## config.mk

```make
export PLATFORM = sky130hd
export DESIGN_NAME = ddc_tune_ctrl_flat
export DESIGN_NICKNAME = d
export VERILOG_FILES = /design/src/rtl/ddc_tune_ctrl_if.sv /design/src/rtl/ddc_tune_ctrl.sv /design/src/flat_wrapper.sv
export SDC_FILE = /design/constraint.sdc
export NUM_CORES = 1
export LEC_CHECK = 0
export CAP_MARGIN = 15
export CORE_MARGIN = 2
export CORE_UTILIZATION = 55
export CTS_BUF_LIST = sky130_fd_sc_hd__clkbuf_8
export DETAILED_ROUTE_END_ITERATION = 12
export MAX_ROUTING_LAYER = met4
export PLACE_DENSITY = 0.82
export SYNTH_ARGS = -nofsm -noshare
export SYNTH_HDL_FRONTEND = slang
export SYNTH_SLANG_ARGS = --single-unit
```

## constraint.sdc

```tcl
create_clock -name CLK -period 4.9 [get_ports CLK]
set_input_delay 0.735 -clock CLK [delete_from_list [all_inputs] [get_ports CLK]]
set_output_delay 0.735 -clock CLK [all_outputs]
set_load 0.01 [all_outputs]
```

## src/rtl/ddc_tune_ctrl_if.sv

```systemverilog
// Tune, CIC sample and IQ output signals for ddc_tune_ctrl.
// The master side drives requests and samples; the slave side is the controller.
interface ddc_tune_ctrl_if;
    localparam int unsigned DW = 16;
    localparam int unsigned PW = 40;
    localparam int unsigned GW = 3;

    logic          tune_req;
    logic [PW-1:0] tune_phase_inc;
    logic [GW-1:0] tune_gain;
    logic          tune_busy;
    logic [PW-1:0] nco_phase_inc;
    logic [GW-1:0] cic_gain;
    logic [DW-1:0] xI_in;
    logic [DW-1:0] xQ_in;
    logic          tick_I;
    logic          tick_Q;
    logic          iq_valid;
    logic          iq_ready;
    logic [DW-1:0] iq_I;
    logic [DW-1:0] iq_Q;
    logic          clr_status;
    logic          overflow;
    logic          pair_err;

    modport master (
        output tune_req, tune_phase_inc, tune_gain, xI_in, xQ_in, tick_I, tick_Q,
               iq_ready, clr_status,
        input  tune_busy, nco_phase_inc, cic_gain, iq_valid, iq_I, iq_Q, overflow, pair_err
    );

    modport slave (
        input  tune_req, tune_phase_inc, tune_gain, xI_in, xQ_in, tick_I, tick_Q,
               iq_ready, clr_status,
        output tune_busy, nco_phase_inc, cic_gain, iq_valid, iq_I, iq_Q, overflow, pair_err
    );
endinterface

```

## src/rtl/ddc_tune_ctrl.sv

```systemverilog
// DDC retune sequencer: atomic NCO/CIC updates, post-retune settling discard,
// I/Q tick pairing and a small IQ output FIFO with sticky error flags.
module ddc_tune_ctrl #(
    parameter logic [39:0] DEFAULT_PHASE_INC = 40'h2656abde3,
    parameter int unsigned SETTLE_TICKS      = 8,
    parameter int unsigned FIFO_DEPTH        = 4
) (
    input  logic           CLK,
    input  logic           RSTb,
    ddc_tune_ctrl_if.slave bus
);
    localparam int unsigned DW = 16;
    localparam int unsigned PW = 40;
    localparam int unsigned GW = 3;
    localparam int unsigned CW = 8;
    localparam int unsigned AW = $clog2(FIFO_DEPTH);
    localparam int unsigned NW = $clog2(FIFO_DEPTH + 1);

    typedef enum logic [1:0] {
        ST_SETTLE = 2'd0,
        ST_RUN    = 2'd1,
        ST_APPLY  = 2'd2
    } state_t;

    typedef struct packed {
        logic [DW-1:0] i;
        logic [DW-1:0] q;
    } iq_t;

    state_t        r_state, w_state_nxt;
    logic [CW-1:0] r_settle_cnt, w_settle_cnt_nxt;
    logic          r_busy;
    logic [PW-1:0] r_phase_inc;
    logic [GW-1:0] r_gain;

    logic          r_half_i, r_half_q;
    logic [DW-1:0] r_hold_i, r_hold_q;

    iq_t           r_mem [FIFO_DEPTH];
    logic [AW-1:0] r_rd_ptr, r_wr_ptr, w_rd_nxt, w_wr_nxt;
    logic [NW-1:0] r_count, w_count_nxt, w_count_popped;
    logic          r_iq_valid;
    iq_t           r_head, w_head_nxt;
    logic          r_overflow, r_pair_err;

    logic          w_have_i, w_have_q, w_pair_done;
    iq_t           w_pair;
    logic          w_tune_acc, w_flush, w_pop, w_full;
    logic          w_push_req, w_push, w_ovf_set, w_perr_set;

    // Pairing and FIFO control decode
    always_comb begin
        w_have_i    = bus.tick_I | r_half_i;
        w_have_q    = bus.tick_Q | r_half_q;
        w_pair_done = w_have_i & w_have_q;
        w_pair.i    = bus.tick_I ? bus.xI_in : r_hold_i;
        w_pair.q    = bus.tick_Q ? bus.xQ_in : r_hold_q;
        w_tune_acc  = (r_state == ST_RUN) & bus.tune_req;
        w_flush     = w_tune_acc | (r_state == ST_APPLY);
        w_pop       = r_iq_valid & bus.iq_ready & ~w_flush;
        w_full      = (r_count == NW'(FIFO_DEPTH));
        w_push_req  = w_pair_done & (r_state == ST_RUN) & ~w_flush;
        // a pop frees the slot in the same cycle, so full+pop still accepts
        w_push      = w_push_req & (~w_full | w_pop);
        w_ovf_set   = w_push_req & w_full & ~w_pop;
        w_perr_set  = (bus.tick_I & r_half_i) | (bus.tick_Q & r_half_q);
    end

    // FSM next state
    always_comb begin
        w_state_nxt      = r_state;
        w_settle_cnt_nxt = r_settle_cnt;
        case (r_state)
            ST_SETTLE: begin
                if (r_settle_cnt == '0) begin
                    w_state_nxt = ST_RUN;
                end else if (w_pair_done) begin
                    w_settle_cnt_nxt = r_settle_cnt - CW'(1);
                    if (r_settle_cnt == CW'(1)) w_state_nxt = ST_RUN;
                end
            end
            ST_RUN: begin
                if (bus.tune_req) w_state_nxt = ST_APPLY;
            end
            ST_APPLY: begin
                w_state_nxt      = ST_SETTLE;
                w_settle_cnt_nxt = CW'(SETTLE_TICKS);
            end
            default: begin
                w_state_nxt      = ST_SETTLE;
                w_settle_cnt_nxt = CW'(SETTLE_TICKS);
            end
        endcase
    end

    always_ff @(posedge CLK or negedge RSTb) begin
        if (!RSTb) begin
            r_state      <= ST_SETTLE;
            r_settle_cnt <= CW'(SETTLE_TICKS);
            r_busy       <= 1'b1;
            r_phase_inc  <= DEFAULT_PHASE_INC;
            r_gain       <= '0;
        end else begin
            r_state      <= w_state_nxt;
            r_settle_cnt <= w_settle_cnt_nxt;
            r_busy       <= (w_state_nxt != ST_RUN);
            if (w_tune_acc) begin
                r_phase_inc <= bus.tune_phase_inc;
                r_gain      <= bus.tune_gain;
            end
        end
    end

    // Half-pair holding registers
    always_ff @(posedge CLK or negedge RSTb) begin
        if (!RSTb) begin
            r_half_i <= 1'b0;
            r_half_q <= 1'b0;
            r_hold_i <= '0;
            r_hold_q <= '0;
        end else begin
            if (bus.tick_I) r_hold_i <= bus.xI_in;
            if (bus.tick_Q) r_hold_q <= bus.xQ_in;
            if (w_flush || w_pair_done) begin
                r_half_i <= 1'b0;
                r_half_q <= 1'b0;
            end else begin
                if (bus.tick_I) r_half_i <= 1'b1;
                if (bus.tick_Q) r_half_q <= 1'b1;
            end
        end
    end

    // FIFO pointer/count/head next state
    always_comb begin
        w_count_popped = r_count - NW'(w_pop);
        w_count_nxt    = w_count_popped + NW'(w_push);
        w_rd_nxt       = r_rd_ptr + AW'(w_pop);
        w_wr_nxt       = r_wr_ptr + AW'(w_push);
        // a push into an empty-after-pop FIFO lands directly at the head
        if (w_push && (w_count_popped == '0)) w_head_nxt = w_pair;
        else                                  w_head_nxt = r_mem[w_rd_nxt];
        if (w_flush) begin
            w_count_nxt = '0;
            w_rd_nxt    = '0;
            w_wr_nxt    = '0;
            w_head_nxt  = '0;
        end
    end

    always_ff @(posedge CLK) begin
        if (w_push) r_mem[r_wr_ptr] <= w_pair;
    end

    always_ff @(posedge CLK or negedge RSTb) begin
        if (!RSTb) begin
            r_rd_ptr   <= '0;
            r_wr_ptr   <= '0;
            r_count    <= '0;
            r_iq_valid <= 1'b0;
            r_head     <= '0;
        end else begin
            r_rd_ptr   <= w_rd_nxt;
            r_wr_ptr   <= w_wr_nxt;
            r_count    <= w_count_nxt;
            r_iq_valid <= (w_count_nxt != '0);
            r_head     <= w_head_nxt;
        end
    end

    // Sticky status: a set in the same cycle as clear wins
    always_ff @(posedge CLK or negedge RSTb) begin
        if (!RSTb) begin
            r_overflow <= 1'b0;
            r_pair_err <= 1'b0;
        end else begin
            if (w_ovf_set)           r_overflow <= 1'b1;
            else if (bus.clr_status) r_overflow <= 1'b0;
            if (w_perr_set)          r_pair_err <= 1'b1;
            else if (bus.clr_status) r_pair_err <= 1'b0;
        end
    end

    assign bus.tune_busy     = r_busy;
    assign bus.nco_phase_inc = r_phase_inc;
    assign bus.cic_gain      = r_gain;
    assign bus.iq_valid      = r_iq_valid;
    assign bus.iq_I          = r_head.i;
    assign bus.iq_Q          = r_head.q;
    assign bus.overflow      = r_overflow;
    assign bus.pair_err      = r_pair_err;
endmodule

```

## src/flat_wrapper.sv

```systemverilog
// flat-port wrapper written by rule: the top's interface ports become plain ports
module ddc_tune_ctrl_flat 
#(
    parameter logic [39:0] DEFAULT_PHASE_INC = 40'h2656abde3,
    parameter int unsigned SETTLE_TICKS      = 8,
    parameter int unsigned FIFO_DEPTH        = 4
)
  (CLK, RSTb, bus_tune_req, bus_tune_phase_inc, bus_tune_gain, bus_xI_in, bus_xQ_in, bus_tick_I, bus_tick_Q, bus_iq_ready, bus_clr_status, bus_tune_busy, bus_nco_phase_inc, bus_cic_gain, bus_iq_valid, bus_iq_I, bus_iq_Q, bus_overflow, bus_pair_err);
  ddc_tune_ctrl_if bus_i ();
  input  logic CLK;
  input  logic RSTb;
  input wire logic [$bits(bus_i.tune_req)-1:0] bus_tune_req;
  input wire logic [$bits(bus_i.tune_phase_inc)-1:0] bus_tune_phase_inc;
  input wire logic [$bits(bus_i.tune_gain)-1:0] bus_tune_gain;
  input wire logic [$bits(bus_i.xI_in)-1:0] bus_xI_in;
  input wire logic [$bits(bus_i.xQ_in)-1:0] bus_xQ_in;
  input wire logic [$bits(bus_i.tick_I)-1:0] bus_tick_I;
  input wire logic [$bits(bus_i.tick_Q)-1:0] bus_tick_Q;
  input wire logic [$bits(bus_i.iq_ready)-1:0] bus_iq_ready;
  input wire logic [$bits(bus_i.clr_status)-1:0] bus_clr_status;
  output wire logic [$bits(bus_i.tune_busy)-1:0] bus_tune_busy;
  output wire logic [$bits(bus_i.nco_phase_inc)-1:0] bus_nco_phase_inc;
  output wire logic [$bits(bus_i.cic_gain)-1:0] bus_cic_gain;
  output wire logic [$bits(bus_i.iq_valid)-1:0] bus_iq_valid;
  output wire logic [$bits(bus_i.iq_I)-1:0] bus_iq_I;
  output wire logic [$bits(bus_i.iq_Q)-1:0] bus_iq_Q;
  output wire logic [$bits(bus_i.overflow)-1:0] bus_overflow;
  output wire logic [$bits(bus_i.pair_err)-1:0] bus_pair_err;
  assign bus_i.tune_req = bus_tune_req;
  assign bus_i.tune_phase_inc = bus_tune_phase_inc;
  assign bus_i.tune_gain = bus_tune_gain;
  assign bus_i.xI_in = bus_xI_in;
  assign bus_i.xQ_in = bus_xQ_in;
  assign bus_i.tick_I = bus_tick_I;
  assign bus_i.tick_Q = bus_tick_Q;
  assign bus_i.iq_ready = bus_iq_ready;
  assign bus_i.clr_status = bus_clr_status;
  assign bus_tune_busy = bus_i.tune_busy;
  assign bus_nco_phase_inc = bus_i.nco_phase_inc;
  assign bus_cic_gain = bus_i.cic_gain;
  assign bus_iq_valid = bus_i.iq_valid;
  assign bus_iq_I = bus_i.iq_I;
  assign bus_iq_Q = bus_i.iq_Q;
  assign bus_overflow = bus_i.overflow;
  assign bus_pair_err = bus_i.pair_err;
  ddc_tune_ctrl #(.DEFAULT_PHASE_INC(DEFAULT_PHASE_INC), .SETTLE_TICKS(SETTLE_TICKS), .FIFO_DEPTH(FIFO_DEPTH)) u_core (.CLK(CLK), .RSTb(RSTb), .bus(bus_i));
endmodule
```

==> results.yml <==
synthesis:
  yosysUniqueCellTypes: 49
  synth.avg_cell_area_sq_um: 17.0
  syn-cell-area_sq_um: 10100
  synthTopCellsByArea: "edfxtp_1 (38%), dfrtp_1 (27%), mux2_2 (8.7%)"
  syn_nets: 683
  synth_most_common_cell: "edfxtp_1"
  synth_top_flop_cell: "edfxtp_1"
  synth_edf_count: 128
  async_flop_share: 0.504
  synth_top_area_frac: 0.382
  synth_warnings: 0
  yosys.area.top_type: "edfxtp_1"
  syn_inst: 592
  ys_seq_area_frac: 0.708
  ys_ff_latch: 258
  synth_common_cells: "edfxtp_1 (128), dfrtp_1 (108), mux2_2 (78)"
drt:
  drt_iter0_drc: 426
  routed_wl_mm: 21.3
  drc_errors: 0
  routed_via_density: 5.72
  wl_per_cell_um: 20.5
  first_pass_iters: 7
  antenna_left: 0
  via_count: 5939
sta:
  hold_viol_final: 0
  min_period_ns: 3.31
  fmax_ghz: 0.302
  slew_headroom: 0.427
  worstMarginPinSlew_ns: 0.860
  slew_viol_final: 0
  grt_setup_unrepaired: "no"
  fin_setup_tns_ns: 0
  setup_viol: 0
  fin_skew_ns: 0.0192
  period_share: 0.676
clock_tree:
  cts.sinks: 258
  clock_latency_ns: 0.53
  htree_levels: 2
  numCtsBuffers: 41
  hold_buffers: 0
  cts_tree: "built"
  clk_pin_slew_ns: 0.06
  clockRootBuffer: "clkbuf_8"
  cts_resized: 0
  cts_setup_buffers: 0
  clockBufferDepth: 3
global_route:
  grt.overflow.total: 0
  antenna_found_initial: 0
  grt_pass1_wl_mm: 34.2
  grt_max_degree: 89
  grt_pass1_vias: 6545
  grtUsageTotal: 0.233
floorplan:
  fp.dieH_um: 139
  rows: 49
  die_x_um: 139
  initial_core_util: 0.560
  ios: 161
  die-area_sq_um: 19400
  core-area_sq_um: 18000
setup_path:
  cp.arrival_ns: 3.69
  reg2regPathDepth: 9
  r2r_end: "u_core.bus.iq_Q[0]"
  crit_path_end_kind: "register"
  r2r_start: "u_core.r_state[1]"
  reg2reg_slack_ns: 1.59
  critical_path_class: "reg2reg"
  cp-start-kind: "register"
  cp.required_ns: 5.28
  worstPathMaxFanout: 21
hold_path:
  hp-class: "in2async"
power_and_ir_drop:
  cellPowerDensity_nw_per_um2: 588
  irDropWorstVdd_mv: 0.398
  power.leakage_nw: 4.76
job:
  drv_cap: 0
final_layout:
  drive_above_1_share: 0.270
  fin_nets: 869
  area_growth_syn_to_layout_pct: 26.0
  antenna_cells: 0
  design_area_sq_um: 12700
place:
  dp_hpwl_mm: 13.3
  place.gp.congestion: 0.774
  placed_area_sq_um: 11900
  portBuffers: 160
run_status:
  status: "completed"
-- per-stage QoR --
stage	hold slack [ns]	instances	total power [mW]	setup WS, ns	utilization
after CTS	0.312	1039	7.53	1.58	0.706
after global routing	0.351	1039	7.85	1.44	0.706
after floorplan	0.439	592	4.72	0.415	-
final	0.242	1039	7.45	1.59	0.706
after global placement	0.491	964	5.72	1.31	0.664
after detailed placement	0.496	964	5.85	1.17	0.664
-- power by group --
group | internal, mW | switching [mW]
logic | 1.52 | 1.23
registers | 2.82 | 0.241
clock network | 0.859 | 0.789
-- placed cells by master (no fill, tap or decap), types with 3 or more instances in the layout --
master           count
dfrtp_1            108
nor2_1              12
o21ai_0              4
nor4_1               3
inv_1               26
nor3_1               3
edfxtp_1           128
mux2_2              78
a21oi_1             35
ha_1                 8
clkbuf_8            46
nor2b_1              4
or3_1                3
nand3_1             33
clkinv_1            10
xnor2_1              3
buf_4               16
nand2_1              4
mux4_2              32
clkinv_2             4
o21ai_1             28
clkdlybuf4s50_1    159
and2_1               5
dfstp_2             22
-- worst max path at each step --
stage	startpoint	end	slack, ns
4_1_cts	u_core.r_state[1]	u_core.bus.iq_Q[0]	1.58
3_5_place_dp	bus_tune_req	u_core.bus.iq_I[15]	1.17
3_3_place_gp	bus_tune_req	u_core.bus.iq_Q[5]	1.31
5_1_grt	u_core.r_state[1]	u_core.bus.iq_Q[0]	1.44
6_report	u_core.r_state[1]	u_core.bus.iq_Q[0]	1.59
2_1_floorplan	bus_tune_req	u_core.r_mem[1][0]	0.42
-- final cells by class --
type,count,area (sq um)
clock buffer,46,633
sequential,258,7120
timing repair buffer,177,1740
tap,229,287
multi-input combinational,288,2730
clock inverter,29,118
fill,1124,5280
inverter,12,45.0
-- state kept, by name, summed over array words and instances (netlist names), 2 cells and up --
| name | count |
|---|---|
| u_core.r_count | 3 |
| u_core.r_state | 2 |
| u_core.bus.iq_Q | 16 |
| u_core.r_settle_cnt | 8 |
| u_core.r_mem | 128 |
| u_core.r_hold_i | 16 |
| u_core.r_hold_q | 16 |
| u_core.bus.nco_phase_inc | 40 |
| u_core.r_wr_ptr | 2 |
| u_core.bus.iq_I | 16 |
| u_core.bus.cic_gain | 3 |
| u_core.r_rd_ptr | 2 |
-- routing by layer --
layer	share of wire	vias to the layer above	global-route usage
li1	-	2619	-
met1	0.40	2984	0.289
met2	0.50	293	0.382
met3	0.079	43	0.0547
met4	0.023	0	0.0766
met5	0	-	-
-- critical path, stage by stage (launching register included) --
cell,delay (ns)
dfrtp_1,0.66
and3b_2,0.28
or2_2,0.31
nor2_1,0.19
ha_2,0.28
xor2_4,0.42
buf_4,0.40
mux4_2,0.35
o21ai_0,0.12
a21oi_1,0.13
-- logic make-up after synthesis --
| family | synth area share |
|---|---|
| AND/OR/NAND/NOR | 0.0482 |
| buffers and inverters | 0.0250 |
| XOR/XNOR | 0.00435 |
| AO/OA/AOI/OAI | 0.0438 |
| multiplexers | 0.160 |
| flip-flops | 0.708 |
| adder cells (fa/ha/maj) | 0.0112 |
Note: power is estimated with default switching activity, not from simulation.
